File: src/rtl/sobel_window_ctrl.sv
// Line-buffer sequencer for the 3x3 Sobel kernel: column/line tracking,
// round-robin buffer roles and window-valid flag. Option: SOBEL_LINE_CHECK_EN.
module sobel_window_ctrl #(
  parameter int LINE_WIDTH = 32,
  parameter int ADDR_W     = 6
) (
  input  logic              clk,
  input  logic              rst,
  input  logic              pix_valid,
  input  logic              h_sync,
  input  logic              v_sync,
  output logic [2:0]        wr_en,
  output logic [ADDR_W-1:0] wr_addr,
  output logic [ADDR_W-1:0] rd_addr,
  output logic [1:0]        top_sel,
  output logic [1:0]        mid_sel,
  output logic [1:0]        bot_sel,
  output logic              win_valid,
  output logic [ADDR_W-1:0] win_col,
  output logic [15:0]       win_row,
  output logic              busy,
  output logic              line_err
);

  typedef enum logic [1:0] {IDLE, FILL, RUN} state_t;

  localparam logic [ADDR_W:0] LW  = (ADDR_W+1)'(LINE_WIDTH);
  localparam logic [ADDR_W:0] TWO = (ADDR_W+1)'(2);

  state_t          state;
  logic [ADDR_W:0] col;
  logic [15:0]     line_cnt;
  logic [1:0]      wr_buf;
  logic [1:0]      nxt_buf;
  logic            active;
  logic            in_line;
  logic            do_write;

  // Decode whether this cycle's pixel lands in a line buffer
  always_comb begin
    active   = (state != IDLE);
    in_line  = (col < LW);
    do_write = !rst && active && pix_valid && !v_sync && in_line;
    nxt_buf  = (wr_buf == 2'd2) ? 2'd0 : wr_buf + 2'd1;
    wr_en    = do_write ? (3'b001 << wr_buf) : 3'b000;
    wr_addr  = col[ADDR_W-1:0];
    rd_addr  = col[ADDR_W-1:0];
    busy     = active;
  end

  // Frame FSM, column/line counters, buffer rotation and window flag
  always_ff @(posedge clk) begin
    if (rst) begin
      state     <= IDLE;
      col       <= '0;
      line_cnt  <= '0;
      wr_buf    <= 2'd0;
      bot_sel   <= 2'd0;
      mid_sel   <= 2'd2;
      top_sel   <= 2'd1;
      win_valid <= 1'b0;
      win_col   <= '0;
      win_row   <= '0;
    end else begin
      win_valid <= 1'b0;
      if (do_write && state == RUN && col >= TWO) begin
        win_valid <= 1'b1;
        win_col   <= col[ADDR_W-1:0] - ADDR_W'(1);
        win_row   <= line_cnt - 16'd1;
      end
      if (v_sync) begin
        state    <= FILL;
        col      <= '0;
        line_cnt <= '0;
        wr_buf   <= 2'd0;
        bot_sel  <= 2'd0;
        mid_sel  <= 2'd2;
        top_sel  <= 2'd1;
      end else if (active) begin
        if (pix_valid && in_line)
          col <= col + 1'b1;
        if (h_sync) begin
          col     <= '0;
          wr_buf  <= nxt_buf;
          bot_sel <= nxt_buf;
          mid_sel <= wr_buf;
          top_sel <= (nxt_buf == 2'd2) ? 2'd0 : nxt_buf + 2'd1;
          if (line_cnt != 16'hFFFF)
            line_cnt <= line_cnt + 16'd1;
          if (state == FILL && line_cnt == 16'd1)
            state <= RUN;
        end
      end
    end
  end

`ifdef SOBEL_LINE_CHECK_EN
  logic [ADDR_W:0] eff_col;
  logic            short_line;
  logic            long_line;

  // Line length seen at h_sync counts a pixel arriving in the same cycle
  always_comb begin
    eff_col    = col + {{ADDR_W{1'b0}}, do_write};
    short_line = active && !v_sync && h_sync && (eff_col != LW);
    long_line  = active && !v_sync && pix_valid && !in_line;
  end

  // Sticky line-length error, cleared at frame start
  always_ff @(posedge clk) begin
    if (rst)
      line_err <= 1'b0;
    else if (v_sync)
      line_err <= 1'b0;
    else if (short_line || long_line)
      line_err <= 1'b1;
  end
`else
  assign line_err = 1'b0;
`endif

endmodule

File: config.mk
export PLATFORM = sky130hd
export DESIGN_NAME = sobel_window_ctrl
export DESIGN_NICKNAME = d
export VERILOG_FILES = /design/src/rtl/sobel_window_ctrl.sv
export SDC_FILE = /design/constraint.sdc
export NUM_CORES = 1
export LEC_CHECK = 0
export BUFFER_PORTS_ARGS = -buffer_cell sky130_fd_sc_hd__buf_2
export CAP_MARGIN = 20
export CORE_ASPECT_RATIO = 0.9
export CORE_MARGIN = 2
export CORE_UTILIZATION = 38
export DETAILED_ROUTE_END_ITERATION = 8
export SETUP_SLACK_MARGIN = 0.05
export SLEW_MARGIN = 25
export SYNTH_ARGS = -nofsm -noshare
export SYNTH_HDL_FRONTEND = slang
export SYNTH_SLANG_ARGS = --single-unit
File: constraint.sdc
create_clock -name clk -period 5.5 [get_ports clk]
set_input_delay 0.275 -clock clk [delete_from_list [all_inputs] [get_ports clk]]
set_output_delay 0.275 -clock clk [all_outputs]
set_load 0.005 [all_outputs]
# Word level (Yosys, flattened, before mapping)

Cells that the tools add are included.

Register bits: 54
Bits in latches: 0
RAM bits: 0
Memory bits (read-only): 0
Bits of input ports: 5
Output and inout port bits: 46
Memories kept: 0

$add $sub $neg: 6
Multiply operators: 0
Divide/modulo/power cells: 0
$lt $le $gt $ge: 2
Eq/ne operators: 6
Shift-type cells: 1
Muxes and demuxes: 10
Bitwise operators: 0
Reduce and logical (&&, ||, !) cells: 21

Operators by type and width:

| operator              | number |
|---|---|
| $add 16x1->16 const B | 1 |
| $eq 16x1->1 const B   | 1 |
| $ne 16x16->1 const B  | 1 |
| $sub 16x1->16 const B | 1 |
| $mux 7                | 2 |
| $reduce_bool 2->1     | 5 |
| $reduce_and 3->1      | 3 |
| $logic_and 1x1->1     | 8 |
| $add 7x1->7 const B   | 1 |
| $ge 7x2->1 const B    | 1 |
| $lt 7x6->1 const B    | 1 |
| $eq 2x2->1 const B    | 3 |
| $sub 6x1->6 const B   | 1 |
| $mux 1                | 5 |
| $add 2x1->2 const B   | 2 |
| $mux 2                | 2 |
| $reduce_and 2->1      | 2 |
| $mux 3                | 1 |
| $shl 1x2->3 const A   | 1 |
| $eq 2x1->1 const B    | 1 |
| $logic_not 1->1       | 2 |
| $reduce_or 2->1       | 1 |

# Depth between registers and ports, before layout

Gate-level depths: netlist (run 1).

Depth after elaboration: 8
Mapped depth: 7
Gate-level depth less buffers: 6

# Worst setup path before layout (run 1)

OpenSTA, ideal clock, no wires.

Kind: reg2reg
Start point: register line_cnt[0]
End point: register line_cnt[1]
Arrival time: 1718 ps
Required time: 5372 ps
Slack: 3654 ps
Stages on the path, launching flop included: 8
Buffers on the path: 2
Clock period less this slack: 1846 ps
Path through: dfxtp_1 ha_1 nand4_4 o41ai_4 buf_6 buf_8 mux2i_1 nor2_1

Cells in the longest elaborated chain, start to end: 2
Elaborated cells between the ends (all ways): 3
Classes of those cells: add/sub: 1; eq/ne: 1; reduce/logical: 1

Ends and longest elaborated chain:

| item                                                  | RTL line | text |
|---|---|---|
| start, declared                                       | 32       | `logic [15:0] line_cnt;` |
| start signal, assigned                                | 89       | `line_cnt <= line_cnt + 16'd1;` |
| branches (longest 2 deep; another with $add 16x1->16) | n/a      |  |

Parallel ways; which one is timed is not known.
A chain may end at the register's enable or synchronous reset.

# Worst setup path in the final report (run 1)

Start point: register state[0]
End point: register win_row[3]

Cells in the longest elaborated chain, start to end: 7
Elaborated cells between the ends (all ways): 8
Classes of those cells: eq/ne: 1; reduce/logical: 7

Ends and longest elaborated chain:

| item                              | RTL line | text |
|---|---|---|
| start, declared                   | 30       | `state_t state;` |
| start signal, assigned            | 54       | `state <= IDLE;` |
| start signal, assigned            | 72       | `state <= FILL;` |
| start signal, assigned            | 91       | `state <= RUN;` |
| $reduce_bool 2->1                 | 41       | `active = (state != IDLE);` |
| $logic_and 1x1->1 (4 in series)   | 43       | `do_write = !rst && active && pix_valid && !v_sync && in_line;` |
| $logic_and 1x1->1 * (2 in series) | 66       | `if (do_write && state == RUN && col >= TWO) begin` |
| end signal, assigned              | 69       | `win_row <= line_cnt - 16'd1;` |
| end, declared                     | 20       | `output logic [15:0] win_row,` |

Every way passes the cells marked *; elsewhere a longest branch is shown, timed or not.

==> run metrics, run 1 <==
worst hold slack=roughly 0.23 ns; Reg clk slew, reported paths=~0.1 ns; site row count=30; Avg Cell Area, Syn=about 9.0 sq um; post-route cell area=0.00316 sq mm; All-Layer GR Usage=0.153; Crit. End Element=flip-flop; Req. time, crit path=5.63 ns; WL/cell=between 10 and 15 microns; Hold Vio Cnt, Final=0; die footprint=roughly 0.0085 sq mm; # clock sinks=between 50 and 60; Min-Delay Path Class=input pin to flip-flop; mapped cell area=0.00294 sq mm; Post-CTS Setup Inserts=0; sequential fraction of the synthesis area=0.361; starting density of the core=0.392; Cell Area, Placed=between 0.003 and 0.004 sq mm; Final TNS setup=0 ns; vias in the first global route=around 2,200; Peak VDD IR=about 0.00017 V; area added between synthesis and finish=7.49%; Worst path slowest cell=and2_1; Power Total=approximately 700 uW; Seq cells post-synth=53; hpwl dp=4470 microns; DR iter-0 viols=about 110; Layout fillers=769; via count=approximately 2,400; cell family with most CP delay=simple AND/OR/NAND/NOR gates; worst skew pair latency=a little over 0.3 ns; fin. max-slew vios=0; routability cong.=0.797; Cell variety after synth=54; remaining antenna violation count=0; number of antenna diodes=0; CTS tree=yes; count of final setup violators=0; nets=around 350; crit-path max FO=23; Buf/Inv on CP=0; post-CTS sizing=0; Fmax=389 MHz; status=finished clean; gr ovfl total=0; number of H-tree levels=2; DRC=0; CP Cell Sequence=or2_0, and3_4, and2_1, a311oi_2; drt pass-1 iters=4; vias per inst=5.41; period utilisation layout=0.467; die height=approximately 87 microns; crit start category=flip-flop; CP Class=flip-flop to flip-flop; crit path DAT=roughly 2.7 ns; cells after synthesis=around 330; Setup Skew=0.00647 ns; # Max-Cap Violations=0; first-pass GRT wire length=around 11,000 microns; Die Wd=96.7 microns; Critical Path Max Stage Delay=~0.84 ns; number of buffers created by CTS=5; final WL=between 6000 and 7000 microns; initial antenna violation count=0; syn nets=between 300 and 400; Lkg Pwr=roughly 0.0013 uW; Synth warnings=0; I/O pin count=slightly above 50; post-layout minimum cycle time=~2.6 ns; layout cells sized above 1=0.255; CTS Buffer Depth=2; Slew @ Worst Pin=roughly 1 ns; RSZ-0062 raised after global routing=false; cts hold-fix bufs=0; Slew headroom=0.333; Power Dens Cells=roughly 220 mW/mm^2; largest net degree at the start of global routing=26; Core Region=about 0.0075 sq mm; PortBufs=between 40 and 50; cell chosen for the clock root=clkbuf_8
[state kept, by name (all words and copies together) (netlist names), 2 cells and up]
name / cells
wr_buf: 2
win_col: 6
col: 7
win_row: 16
line_cnt: 16
mid_sel: 2
state: 2
[cell usage in the layout, fill, tap and decap left out, types with 3 or more instances in the layout]
cell type	instances
xnor2_1	6
nor4_1	6
a211oi_1	8
or4_1	5
xor2_1	14
o21ai_1	7
nor2_1	18
inv_1	8
nand2_1	23
a211oi_2	12
a21oi_1	40
nor3_1	5
clkbuf_8	6
nand4b_1	3
nand3_1	9
ha_1	5
dfxtp_1	53
buf_2	49
nor3b_1	3
nand4_1	6
o31ai_1	6
and3_1	8
or3_1	7
[through the flow]
| step | worst slack [ns] | cells | util |
|---|---|---|---|
| after floorplan | 3.65 | 328 | - |
| after global placement | 3.02 | 432 | 0.404 |
| after detailed placement | 2.97 | 432 | 0.404 |
| after CTS | 2.97 | 440 | 0.420 |
| after global routing | 2.75 | 441 | 0.421 |
| final | 2.93 | 441 | 0.421 |
[power breakdown]
group          internal [uW]  switching, uW
Sequential               385           2.80
Combinational           13.0           25.4
Clock                    148            129
[cell type report]
cell class                 instances  area, sq um  area share
tap                               96          120      0.0380
inverter                           8         30.0     0.00950
sequential                        53         1060       0.336
clock buffer                       6         82.6      0.0261
clock inverter                     2         37.5      0.0119
timing repair buffer              51          260      0.0824
multi-input combinational        225         1570       0.496
[cells in the mapped netlist (all sizes together)]
cell,instances,area [sq um]
dfxtp,53,1060
a21oi,40,200
buf,35,258
nand2,24,92.6
a211oi,20,205
nor2,19,73.8
xor2,14,123
and3,10,72.6
nand3,9,45.0
nand4,9,92.6
o21ai,9,45.0
inv,8,30.0
clkbuf,7,27.5
nor4,7,50.1
or3,7,43.8
nor3,6,35.0
o31ai,6,45.0
xnor2,6,52.6
ha,5,62.6
or4,5,37.5
nor3b,4,35.0
nand4b,3,26.3
a311oi,2,30.0
and2,2,12.5
nand3b,2,15.0
o211ai,2,15.0
or2,2,12.5
a31oi,1,6.26
a41o,1,10.0
a41oi,1,8.76
and4,1,8.76
conb,1,3.75
mux2i,1,10.0
nor4b,1,23.8
o2111a,1,11.3
o21a,1,8.76
o21bai,1,7.51
o41ai,1,27.5
or4b,1,13.8
[worst register-to-register path, delay by kind of cell, from the launching register on]
| family | cells | cell delay (ns) |
|---|---|---|
| DFF | 1 | 0.45 |
| and+or+nand+nor | 3 | 1.72 |
| AOI/OAI and AO/OA | 1 | 0.23 |
[path summary, 6_finish.rpt]
| check | startpoint | endpoint | slack [ns] | depth (start not counted) |
|---|---|---|---|---|
| max | state[0] | win_row[3] | 2.93 | 4 |
| min | v_sync | state[0] | 0.23 | 3 |
| max reg2reg | state[0] | win_row[3] | 2.93 | 4 |
| min reg2reg | top_sel[0] | top_sel[0] | 0.45 | 2 |
[cells by family after synthesis]
kind of cell	Yosys count	share of synthesized area
DFF	53	0.361
xor gates and xnor gates	20	0.0596
AOI/OAI and AO/OA	86	0.211
and+or+nand+nor	112	0.235
other	1	0.00128
adders and majority gates	5	0.0213
buffers and inverters	50	0.107
muxes	1	0.00341
[routing by layer]
layer / wire [microns] / vias to the layer above / share of wire / track usage
met4: 48 / 0 / 0.0074 / 0.0448
met3: 371 / 5 / 0.057 / 0.0353
met5: 0 / - / 0 / 0
li1: - / 1200 / - / -
met1: 3450 / 1112 / 0.53 / 0.227
met2: 2620 / 68 / 0.40 / 0.220
No activity file was read; power rests on OpenSTA's default activity.
==> run 2: changes to the inputs <==
- clock period: 5.5 -> 2.23 ns (I/O delays scaled with it)
==> run 2 against run 1 <==
Compared with the run above:
- utilization grew 0.93 points
- register-to-register slack worse by 2.7 ns
- critical endpoint is now line_cnt[1]
- highest routed layer unchanged
- final area up 2.2%
- largest cell class unchanged
- largest power group unchanged
- critical path depth rose by 2
- worst setup slack lost 2.7 ns
- via count down 0.38%
- power grew to 2.6 times the previous value
- clock skew is 0.0036 ns higher
- sequential power is 150% higher
- sequential share of layout area is 0.73 points lower
- sequential cell count did not move
- count of clock-buffer cells in the layout decreased by 1
==> run metrics, run 2 (synthesis results as in run 1) <==
status=finished clean; first-pass GRT wire length=about 10,000 microns; layout cells sized above 1=0.270; Critical Path Max Stage Delay=slightly below 0.5 ns; CTS tree=yes; area added between synthesis and finish=9.88%; R2R cell count=6; Buf/Inv on CP=1; # Max-Cap Violations=0; fin. max-slew vios=0; cell family with most CP delay=flip-flops; vias in the first global route=around 2,100; # clock sinks=between 50 and 60; Lkg Pwr=roughly 0.0014 uW; switch share=0.219; via count=about 2,400; P_sw=around 400 uW; Post-CTS Setup Inserts=0; number of H-tree levels=2; Slew headroom=0.577; number of buffers created by CTS=5; Crit. End Element=flip-flop; crit start category=flip-flop; largest net degree at the start of global routing=25; initial antenna violation count=0; Cell Area, Placed=about 0.0031 sq mm; Reg clk slew, reported paths=approximately 0.1 ns; starting density of the core=0.392; number of antenna diodes=0; Hold Path Depth=3; cts hold-fix bufs=0; die footprint=0.00845 sq mm; Worst path slowest cell=dfxtp_1; critical path startpoint=line_cnt[0]; commonest non-fill, non-tap cell in the layout=dfxtp_1; hold_sp=v_sync; Comb pwr share=0.054; Peak VDD IR=0.000247 V; RSZ-0062 raised after global routing=false; count of final setup violators=0; CTS Buffer Depth=2; Core Region=0.00751 sq mm; Die Wd=between 90 and 100 microns; nets=around 360; post-layout minimum cycle time=approximately 2 ns; post-route cell area=0.00323 sq mm; remaining antenna violation count=0; WL/cell=~15 microns; biggest regs=line_cnt: 16 flops, win_row: 16 flops, col: 7 flops; Min-Delay Path Class=input pin to flip-flop; CP Depth=6; drt pass-1 iters=4; final WL=6500 microns; crit path DAT=2.17 ns; die height=between 80 and 90 microns; Layout fillers=~760; period utilisation layout=0.888; Power Dens Cells=about 570 mW/mm^2; final core occ=0.430; Power Total=between 1500 and 2000 uW; post-CTS sizing=0; routability cong.=0.822; CP Cell Sequence=ha_1, nand4_4, o41ai_4, buf_4, mux2i_1, nor2_1; worst skew pair latency=0.31 ns; cell chosen for the clock root=clkbuf_8; Setup Skew=0.0101 ns; hpwl dp=4470 microns; Final TNS setup=0 ns; CP Class=flip-flop to flip-flop; Req. time, crit path=roughly 2.4 ns; PortBufs=between 40 and 50; Slew @ Worst Pin=between 0.6 and 0.7 ns; vias per inst=5.30; part of the power in the clock network=0.426; worst r2r src=line_cnt[0]; I/O pin count=between 50 and 60; DR iter-0 viols=roughly 150; DRC=0; crit-path max FO=22; worst hold slack=~0.055 ns; gr ovfl total=0; Pint=between 1000 and 1500 uW; most frequent cells in the layout=53 x dfxtp_1, 49 x buf_2, 40 x a21oi_1, 23 x nand2_1, 18 x nor2_1; Hold Vio Cnt, Final=0; site row count=30; Fmax=slightly above 500 MHz; All-Layer GR Usage=0.152; sequential share of power=0.519
-- run 2: through the flow --
| step | setup slack (ns) | instances |
|---|---|---|
| after CTS | 0.259 | 448 |
| after floorplan | 0.384 | 328 |
| after global placement | 0.343 | 440 |
| after detailed placement | 0.281 | 440 |
| after global routing | 0.116 | 448 |
| final | 0.249 | 448 |
-- run 2: path summary, 6_finish.rpt --
check / end / slack, ns
worst max-delay path: line_cnt[1] / 0.25
worst min-delay path: state[0] / 0.05
worst max register to register: line_cnt[1] / 0.25
worst min register to register: mid_sel[1] / 0.44
-- run 2: power by group through the flow --
stage,Clock [uW],Combinational (uW),Sequential (uW)
after floorplan,0,77.6,977
after global placement,0,100,979
after detailed placement,0,100,979
after CTS,806,101,957
after global routing,839,110,958
final,785,100,957
-- run 2: layer usage --
metal  wire length (microns)  vias to the layer above  track usage
met3                     322                        7       0.0361
met5                       0                        -            0
met1                    3430                     1097        0.220
met2                    2680                       55        0.225
li1                        -                     1217            -
met4                      72                        0       0.0461
-- run 2: worst min-delay path: stages --
cell     delay (ns)
buf_2          0.12
inv_1          0.05
a21oi_1        0.05
-- run 2: final cells by class --
cell class,count,area (sq um),area share
clock buffer,5,68.8,0.0213
clock inverter,3,68.8,0.0213
inverter,8,30.0,0.00930
multi-input combinational,225,1570,0.485
sequential,53,1060,0.329
tap,96,120,0.0372
timing repair buffer,58,313,0.0969
